$ cat src/rtl/riscv_pkg.sv
// Shared fetch-side types and constants: PC increment, BTB counter states,
// and the BTB entry layout sized for the widest supported XLEN.
package riscv_pkg;
  localparam int XLEN_MAX = 64;
  localparam int PC_INC   = 4;

  localparam logic [1:0] SNT = 2'd0;
  localparam logic [1:0] WNT = 2'd1;
  localparam logic [1:0] WT  = 2'd2;
  localparam logic [1:0] ST  = 2'd3;

  // Tag/target are stored zero-extended; narrower XLEN leaves the upper bits at 0.
  typedef struct packed {
    logic                  valid;
    logic [XLEN_MAX-1:0]   tag;
    logic [XLEN_MAX-3:0]   target;
    logic [1:0]            ctr;
  } btb_entry_t;

  function automatic logic [1:0] ctr_next(input logic [1:0] c, input logic taken);
    case (c)
      SNT:     return taken ? WNT : SNT;
      WNT:     return taken ? WT  : SNT;
      WT:      return taken ? ST  : WNT;
      default: return taken ? ST  : WT;
    endcase
  endfunction
endpackage

$ cat src/rtl/pc_btb.sv
// Direct-mapped branch target buffer: combinational lookup on the fetch PC,
// edge-triggered update from resolved branches (lookup sees pre-update state).
module pc_btb
  import riscv_pkg::*;
#(
  parameter int XLEN  = 32,
  parameter int DEPTH = 8
) (
  input  logic            clk,
  input  logic            rst,
  input  logic [XLEN-1:0] lookup_pc,
  output logic            hit_taken,
  output logic [XLEN-1:0] pred_target,
  input  logic            upd_en,
  input  logic [XLEN-1:0] upd_pc,
  input  logic [XLEN-1:0] upd_target,
  input  logic            upd_taken
);
  localparam int IDX = $clog2(DEPTH);

  btb_entry_t            tbl [DEPTH];
  btb_entry_t            l_ent;
  logic [IDX-1:0]        l_idx, u_idx;
  logic [XLEN_MAX-1:0]   l_tag, u_tag;
  logic [XLEN_MAX-3:0]   u_tgt;
  logic                  u_hit;
  logic                  unused_lsb;

  assign l_idx = lookup_pc[IDX+1:2];
  assign l_tag = XLEN_MAX'(lookup_pc[XLEN-1:IDX+2]);
  assign u_idx = upd_pc[IDX+1:2];
  assign u_tag = XLEN_MAX'(upd_pc[XLEN-1:IDX+2]);
  assign u_tgt = (XLEN_MAX-2)'(upd_target[XLEN-1:2]);
  assign unused_lsb = ^{lookup_pc[1:0], upd_pc[1:0], upd_target[1:0]};

  assign l_ent       = tbl[l_idx];
  assign hit_taken   = l_ent.valid && (l_ent.tag == l_tag) && l_ent.ctr[1];
  assign pred_target = XLEN'({l_ent.target, 2'b00});
  assign u_hit       = tbl[u_idx].valid && (tbl[u_idx].tag == u_tag);

  always_ff @(posedge clk or posedge rst) begin
    if (rst) begin
      for (int i = 0; i < DEPTH; i++) tbl[i] <= '0;
    end else if (upd_en) begin
      if (u_hit) begin
        tbl[u_idx].ctr <= ctr_next(tbl[u_idx].ctr, upd_taken);
        if (upd_taken) tbl[u_idx].target <= u_tgt;
      end else if (upd_taken) begin
        tbl[u_idx] <= '{valid: 1'b1, tag: u_tag, target: u_tgt, ctr: WT};
      end
    end
  end
endmodule

$ cat src/rtl/pc_gen.sv
// Fetch PC register with trap > jump > accepted-fetch priority and an optional
// BTB steering the sequential path.
module pc_gen
  import riscv_pkg::*;
#(
  parameter int              XLEN       = 32,
  parameter logic [XLEN-1:0] RESET_ADDR = '0,
  parameter bit              BTB_EN     = 1'b1,
  parameter int              BTB_DEPTH  = 8
) (
  input  logic            clk,
  input  logic            rst,
  input  logic            trap_en_i,
  input  logic [XLEN-1:0] trap_addr_i,
  input  logic            jump_en_i,
  input  logic [XLEN-1:0] jump_addr_i,
  input  logic            upd_en_i,
  input  logic [XLEN-1:0] upd_pc_i,
  input  logic [XLEN-1:0] upd_target_i,
  input  logic            upd_taken_i,
  output logic            pc_valid_o,
  input  logic            pc_ready_i,
  output logic [XLEN-1:0] pc_addr_o,
  output logic            pc_pred_o,
  output logic            misalign_o
);
  logic            hit_taken;
  logic [XLEN-1:0] pred_target;
  logic [XLEN-1:0] pc_d;
  logic            mis_d;

  if (BTB_EN) begin : g_btb
    pc_btb #(.XLEN(XLEN), .DEPTH(BTB_DEPTH)) u_btb (
      .clk         (clk),
      .rst         (rst),
      .lookup_pc   (pc_addr_o),
      .hit_taken   (hit_taken),
      .pred_target (pred_target),
      .upd_en      (upd_en_i),
      .upd_pc      (upd_pc_i),
      .upd_target  (upd_target_i),
      .upd_taken   (upd_taken_i)
    );
  end else begin : g_no_btb
    logic unused_upd;
    assign unused_upd  = ^{upd_en_i, upd_pc_i, upd_target_i, upd_taken_i};
    assign hit_taken   = 1'b0;
    assign pred_target = '0;
  end

  assign pc_pred_o = hit_taken & pc_valid_o;

  always_comb begin
    pc_d  = pc_addr_o;
    mis_d = 1'b0;
    if (trap_en_i) begin
      pc_d  = {trap_addr_i[XLEN-1:2], 2'b00};
      mis_d = |trap_addr_i[1:0];
    end else if (jump_en_i) begin
      pc_d  = {jump_addr_i[XLEN-1:2], 2'b00};
      mis_d = |jump_addr_i[1:0];
    end else if (pc_valid_o && pc_ready_i) begin
      pc_d = pc_pred_o ? pred_target : pc_addr_o + XLEN'(PC_INC);
    end
  end

  // Valid rises on the first edge out of reset and never drops until the next reset.
  always_ff @(posedge clk or posedge rst) begin
    if (rst) begin
      pc_addr_o  <= RESET_ADDR;
      pc_valid_o <= 1'b0;
      misalign_o <= 1'b0;
    end else begin
      pc_addr_o  <= pc_d;
      pc_valid_o <= 1'b1;
      misalign_o <= mis_d;
    end
  end
endmodule

$ cat config.mk
export PLATFORM = sky130hd
export DESIGN_NAME = pc_gen
export DESIGN_NICKNAME = d
export VERILOG_FILES = /design/src/rtl/riscv_pkg.sv /design/src/rtl/pc_btb.sv /design/src/rtl/pc_gen.sv
export SDC_FILE = /design/constraint.sdc
export NUM_CORES = 1
export LEC_CHECK = 0
export ABC_AREA = 0
export CAP_MARGIN = 40
export CORE_AREA = 2 2 218 220
export DETAILED_ROUTE_END_ITERATION = 10
export DIE_AREA = 0 0 220 222
export PLACE_DENSITY_LB_ADDON = 0.15
export SYNTH_ARGS = -nofsm -noshare
export SYNTH_HDL_FRONTEND = slang
export SYNTH_HIERARCHICAL = 1
export SYNTH_SLANG_ARGS = --single-unit
export TNS_END_PERCENT = 20
$ cat constraint.sdc
create_clock -name clk -period 22.8 [get_ports clk]
set_clock_uncertainty 0.05 [all_clocks]
set_input_delay 4.56 -clock clk [delete_from_list [all_inputs] [get_ports clk]]
set_output_delay 4.56 -clock clk [all_outputs]
set_load 0.05 [all_outputs]
== Word level (Yosys, flattened, before mapping) ==
Cells that the tools add are included.

* RAM bits: 0
* Latch bits: 0
* Input bits: 135
* Logic and storage cells: 88
* Flip-flop bits (word level): 1066
* ROM bits: 0
* Memories kept: 0

* Reduce and logical (&&, ||, !) cells: 11
* $add $sub $neg: 1
* Magnitude comparators: 3
* Shifts and indexed selects: 0
* Bitwise operators: 3
* $mul: 0
* Eq/ne operators: 4
* Divide/modulo/power cells: 0
* Multiplexer cells: 31

{| class="wikitable"
|+ Operator list
! kind !! number
|-
| $bwmux W1032 || 3
|-
| $mux W1032 || 3
|-
| $demux W129 S3 || 3
|-
| $bmux W129 S3 || 2
|-
| $mux W129 || 5
|-
| $eq A64 B27 Y1 || 2
|-
| $mux W32 || 4
|-
| $mux W64 || 1
|-
| $add A32 B3 Y32 const B || 1
|-
| $mux W2 || 5
|-
| $ge A4 B4 Y1 const B || 2
|-
| $not A3 Y4 || 2
|-
| $pmux W2 S3 || 1
|-
| $logic_and A1 B1 Y1 || 5
|-
| $lt A4 B1 Y1 const B || 1
|-
| $mux W1 || 4
|-
| $reduce_or A2 Y1 || 2
|-
| $reduce_bool A3 Y1 || 1
|-
| $eq A2 B1 Y1 const B || 1
|-
| $eq A2 B2 Y1 const B || 1
|-
| $logic_not A2 Y1 || 1
|-
| $reduce_and A2 Y1 || 1
|-
| $reduce_bool A2 Y1 || 1
|-
| $and A1 B1 Y1 || 1
|}

== Longest topological paths before layout ==
* Depth after elaboration: 12
* Depth in mapped cells: 17
* Gate-level depth less buffers: 12

== Cells and area by module ==
Netlist, hierarchy kept.

{| class="wikitable"
|+ Modules (own cells, without submodules)
! module !! times used !! area an instance (um^2) !! cells an instance
|-
| pc_btb || 1 || 24671.2 || 1568
|-
| pc_gen || 1 || 2874.0 || 360
|}

== Worst setup path before layout ==
OpenSTA, ideal clock, no wires.

* Kind: flip-flop to output port
* Start point: register pc_addr_o[2]
* End point: output port pc_pred_o
* Setup slack: 14.006 ns
* Cell stages (with the launch flop): 14
* Arrival: 4.184 ns
* Buffers on the path: 6
* Path through: dfrtp_1 > clkbuf_1 > buf_2 > clkbuf_1 > buf_1 > clkbuf_1 > mux4_2 > mux2i_1 > xor2_1 > nand4_1 > nor4_1 > nand2_1 > inv_1 > clkbuf_8

* Cells in the longest elaborated chain, start to end: 8

{| class="wikitable"
|+ RTL lines
! what !! line !! source
|-
| start, declared || pc_gen.sv:23 || <nowiki>output logic [XLEN-1:0] pc_addr_o,</nowiki>
|-
| start signal, assigned || pc_gen.sv:74 || <nowiki>pc_addr_o <= pc_d;</nowiki>
|-
| $not A3 Y4 (not written as such) * || pc_btb.sv:36 || <nowiki>assign l_ent = tbl[l_idx];</nowiki>
|-
| $bmux W129 S3 * || pc_btb.sv:36 ||
|-
| $mux W129 (not written as such) * (2 in series) || pc_btb.sv:36 ||
|-
| $eq A64 B27 Y1 || pc_btb.sv:37 || <nowiki>assign hit_taken = l_ent.valid && (l_ent.tag == l_tag) && l_ent.ctr[1];</nowiki>
|-
| $logic_and A1 B1 Y1 || pc_btb.sv:37 ||
|-
| $logic_and A1 B1 Y1 * || pc_btb.sv:37 ||
|-
| net hit_taken || pc_gen.sv:27 || <nowiki>logic hit_taken;</nowiki>
|-
| $and A1 B1 Y1 * || pc_gen.sv:51 || <nowiki>assign pc_pred_o = hit_taken & pc_valid_o;</nowiki>
|-
| end, declared || pc_gen.sv:24 || <nowiki>output logic pc_pred_o,</nowiki>
|}

Mark *: on every way through the listed nets, which the timed path passes. The rest lies on a longest branch. The select of a mux whose other input is x is not followed.

== Worst setup path in the final report ==
Same ends and word-level chain as after synthesis.

==> results.cfg <==
[grt]
grt_pass1_wl_mm = 115
grt.busiest_layer = met2
use_met2 = 0.490
grt_overflow_total = 0
grt_max_degree = 193
grt_usage = 0.311
grt_use_met3 = 0.0609
antenna_found_initial = 8
met1_usage = 0.432
grt_pass1_vias = 18600

[critical_path]
arrival_ps = 6030
slowest_stage = dfrtp_4
end_kind = output port
crit_chain = buf_12 -> mux4_2 -> mux2i_1 -> xor2_1 -> nand4_1 -> or4_1 -> nor4_1 -> buf_2 -> nand2_1 -> inv_1 -> clkdlybuf4s50_1
worstSetupStartpointType = flop
path_max_fanout = 92
critPathKind = reg2out
critPathRequiredTime_ps = 18190
cpPeakStageDelay_ps = 900

[clock_network]
cts_max_path_buffers = 3
cts_tree = yes
cts_setup_buffers = 0
clock_sink_count = 514
clk_latency_ps = 630
clkSlewWorstSetupHoldPaths_ps = 60
cts_hold_buf = 0
root_buffer = clkbuf_16
htreeDepth = 2
cts-buffers-inserted = 55
post_cts_resized = 0

[floorplan]
ios = 170
fp-row-count = 79
core_um2 = 46300
initial_core_util = 0.595
die_h_um = 222
die_area_um2 = 48800
die_x_um = 220

[timing]
fin_crit_ps = 10640
tightestPinTransition_ps = 1060
final.setup.tns_ps = 0
rsz0062_at_grt = false
drv_slew = 0
maxSlewHeadroom = 0.294
fin_crit_sh = 0.467
fmax_ghz = 0.0940
hold_viol_final = 0
setup_violations = 0

[placed_design]
placed_cells = 2586
place_hpwl_mm = 44.8
post_dp_cell_area_um2 = 29500
port_buffers = 165
place.gp.congestion = 0.841

[finish]
fin_nets = 2172
final_area_um2 = 31500
area_growth_pct = 14.3
n_fill_cell = 3242
multi_input_area_um2 = 13800
fin_util = 0.680
drive_gt1_frac = 0.390
regArea_um2 = 12900
layoutNonFillerInstCount = 2690

[detailed_routing]
viasPerCell = 6.69
vias = 18000
ant_nets = 0
first_pass_iters = 6
drc = 0
wl_mm = 74.4
detail_route.wl_per_cell_um = 27.7
first_iter_violations = 1640

[pwr]
combPwrFrac = 0.242
power.total_w = 0.00294
p_switching_w = 0.000817
p_seq_frac = 0.433
p_int_w = 0.00212
ir_worst_vdd_mv = 0.0670
power_leakage_nw = 13.3
pwr-share-clk = 0.325
pwr_density_cell_nw_per_um2 = 93.4
swShare = 0.278

[logic_synthesis]
yosysWarnings = 6
synth-seq-cells = 514
syn_inst = 1928
synth_area_um2 = 27500
ys_types = 81
synthArstFlopShare = 1.00
synth.avg_cell_area_um2 = 14.3
synth_ff_type = dfrtp_1
yosysSeqAreaShare = 0.467
synth-edff-count = 0

[min_path]
hold_path.class = reg2reg

[status]
status = finished clean

[run]
maxCapViolCount = 0
worst max-delay path, delay by kind of cell, from the launching register on:
family | cells | cell delay [ps]
XOR/XNOR | 1 | 180
buffers and inverters | 4 | 1820
flip-flops | 1 | 900
multiplexers | 2 | 1010
AND/OR/NAND/NOR | 4 | 1390
cells in the final DEF, fill, tap and decap left out, types with 7 or more instances in the layout:
master	Yosys	routed
dfrtp_1	514	511
mux2_2	335	335
clkdlybuf4s50_1	0	161
mux2_4	153	153
mux4_2	151	151
mux2i_1	85	85
nand2_1	66	58
clkbuf_16	0	55
o21ai_0	49	49
nor2_1	48	48
buf_4	6	40
a21oi_1	39	39
xor2_1	36	36
xnor2_1	26	26
nand3_1	22	22
a22oi_1	20	20
nand4_1	17	17
clkbuf_1	77	17
a31oi_1	15	15
clkbuf_8	5	15
a221oi_1	13	13
nand2b_1	13	13
o31ai_1	10	10
and2_1	9	9
and3_1	9	9
a41oi_1	9	9
a211oi_1	8	8
bufinv_16	0	8
nand2_2	0	8
a31oi_4	8	8
or2_1	8	8
o211ai_1	7	7
nor3_1	7	7
a41o_1	7	7
flip-flops by register name, indices dropped and copies added (netlist names):
register / cells
g_btb.u_btb/tbl: 480
pc_addr_o: 32
misalign_o: 1
pc_valid_o: 1
cell type report:
cell class | instances | share of cell area
flip-flops and latches | 514 | 0.409
clock buffers | 87 | 0.0523
repair buffers | 210 | 0.0650
inverters | 8 | 0.00119
multi-input cells | 1247 | 0.439
well taps | 607 | 0.0241
clock inverters | 13 | 0.00914
diodes | 4 | 0.000318
final timing paths:
kind / startpoint / end / slack (ps) / cells past startpoint
max: pc_addr_o[2] / pc_pred_o / 12160 / 11
max in group asynchronous: rst / g_btb.u_btb/tbl[452] / 16350 / 5
min: g_btb.u_btb/tbl[273] / g_btb.u_btb/tbl[273] / 450 / 1
min in group asynchronous: rst / g_btb.u_btb/tbl[907] / 4310 / 2
max reg2reg: pc_addr_o[2] / pc_addr_o[28] / 16660 / 15
min reg2reg: g_btb.u_btb/tbl[273] / g_btb.u_btb/tbl[273] / 450 / 1
per-stage QoR:
stage                     worst slack (ps)  hold WS [ps]
after CTS                            12210           446
after floorplan                       4800           401
after global routing                 12010           454
after global placement               12430           422
final                                12160           448
after detailed placement             12920           433
cell usage after synthesis (4+ instances only):
cell type  count  share of area
xnor2_1       26         0.0083
buf_1         32         0.0044
or2_1          8         0.0018
nor2_1        48         0.0065
clkbuf_8       5         0.0025
a211oi_1       8         0.0022
mux2_2       335           0.14
o31ai_1       10         0.0027
and2_1         9         0.0020
and3_1         9         0.0020
xor2_1        36          0.011
buf_2         16         0.0029
a41oi_1        9         0.0029
o21ai_0       49         0.0089
mux2_4       153          0.083
and4_1         4         0.0013
a22oi_1       20         0.0055
o31a_1         4         0.0013
a22o_1         5         0.0016
inv_1          7        0.00095
buf_6         24         0.0098
nand4_1       17         0.0039
a221oi_1      13         0.0041
nand3_1       22         0.0040
o211ai_1       7         0.0019
nand2b_1      13         0.0030
clkbuf_1      77          0.010
nor3_1         7         0.0013
mux2i_1       85          0.031
a41o_1         7         0.0025
mux4_2       151           0.12
a21oi_1       39         0.0071
buf_4          6         0.0016
a31oi_4        8         0.0062
dfrtp_1      514           0.47
nand2_1       66         0.0090
a31oi_1       15         0.0034
per-layer routing:
layer	wire length, um	part of all wire	vias to the layer above
met4	2500	0.034	8
met3	5720	0.077	193
li1	-	-	7522
met1	30800	0.41	9520
met2	35400	0.48	743
met5	62	0.00083	-
cells by family after synthesis:
logic type / after synthesis / share of synthesized area
other: 2 / 0.000273
buffers and inverters: 168 / 0.0328
adder cells (fa/ha/maj): 2 / 0.000818
multiplexers: 724 / 0.375
AO/OA/AOI/OAI: 228 / 0.0608
AND/OR/NAND/NOR: 228 / 0.0440
flip-flops: 514 / 0.467
XOR/XNOR: 62 / 0.0197
power groups by stage:
stage	Clock, W	Combinational [W]	Sequential (W)
3_5_place_dp	0	0.000709	0.00128
5_1_grt	0.00101	0.000757	0.00129
6_report	0.000956	0.000711	0.00127
2_1_floorplan	0	0.000541	0.00124
3_3_place_gp	0	0.000686	0.00127
4_1_cts	0.000970	0.000714	0.00127
Note: power is estimated with default switching activity, not from simulation.
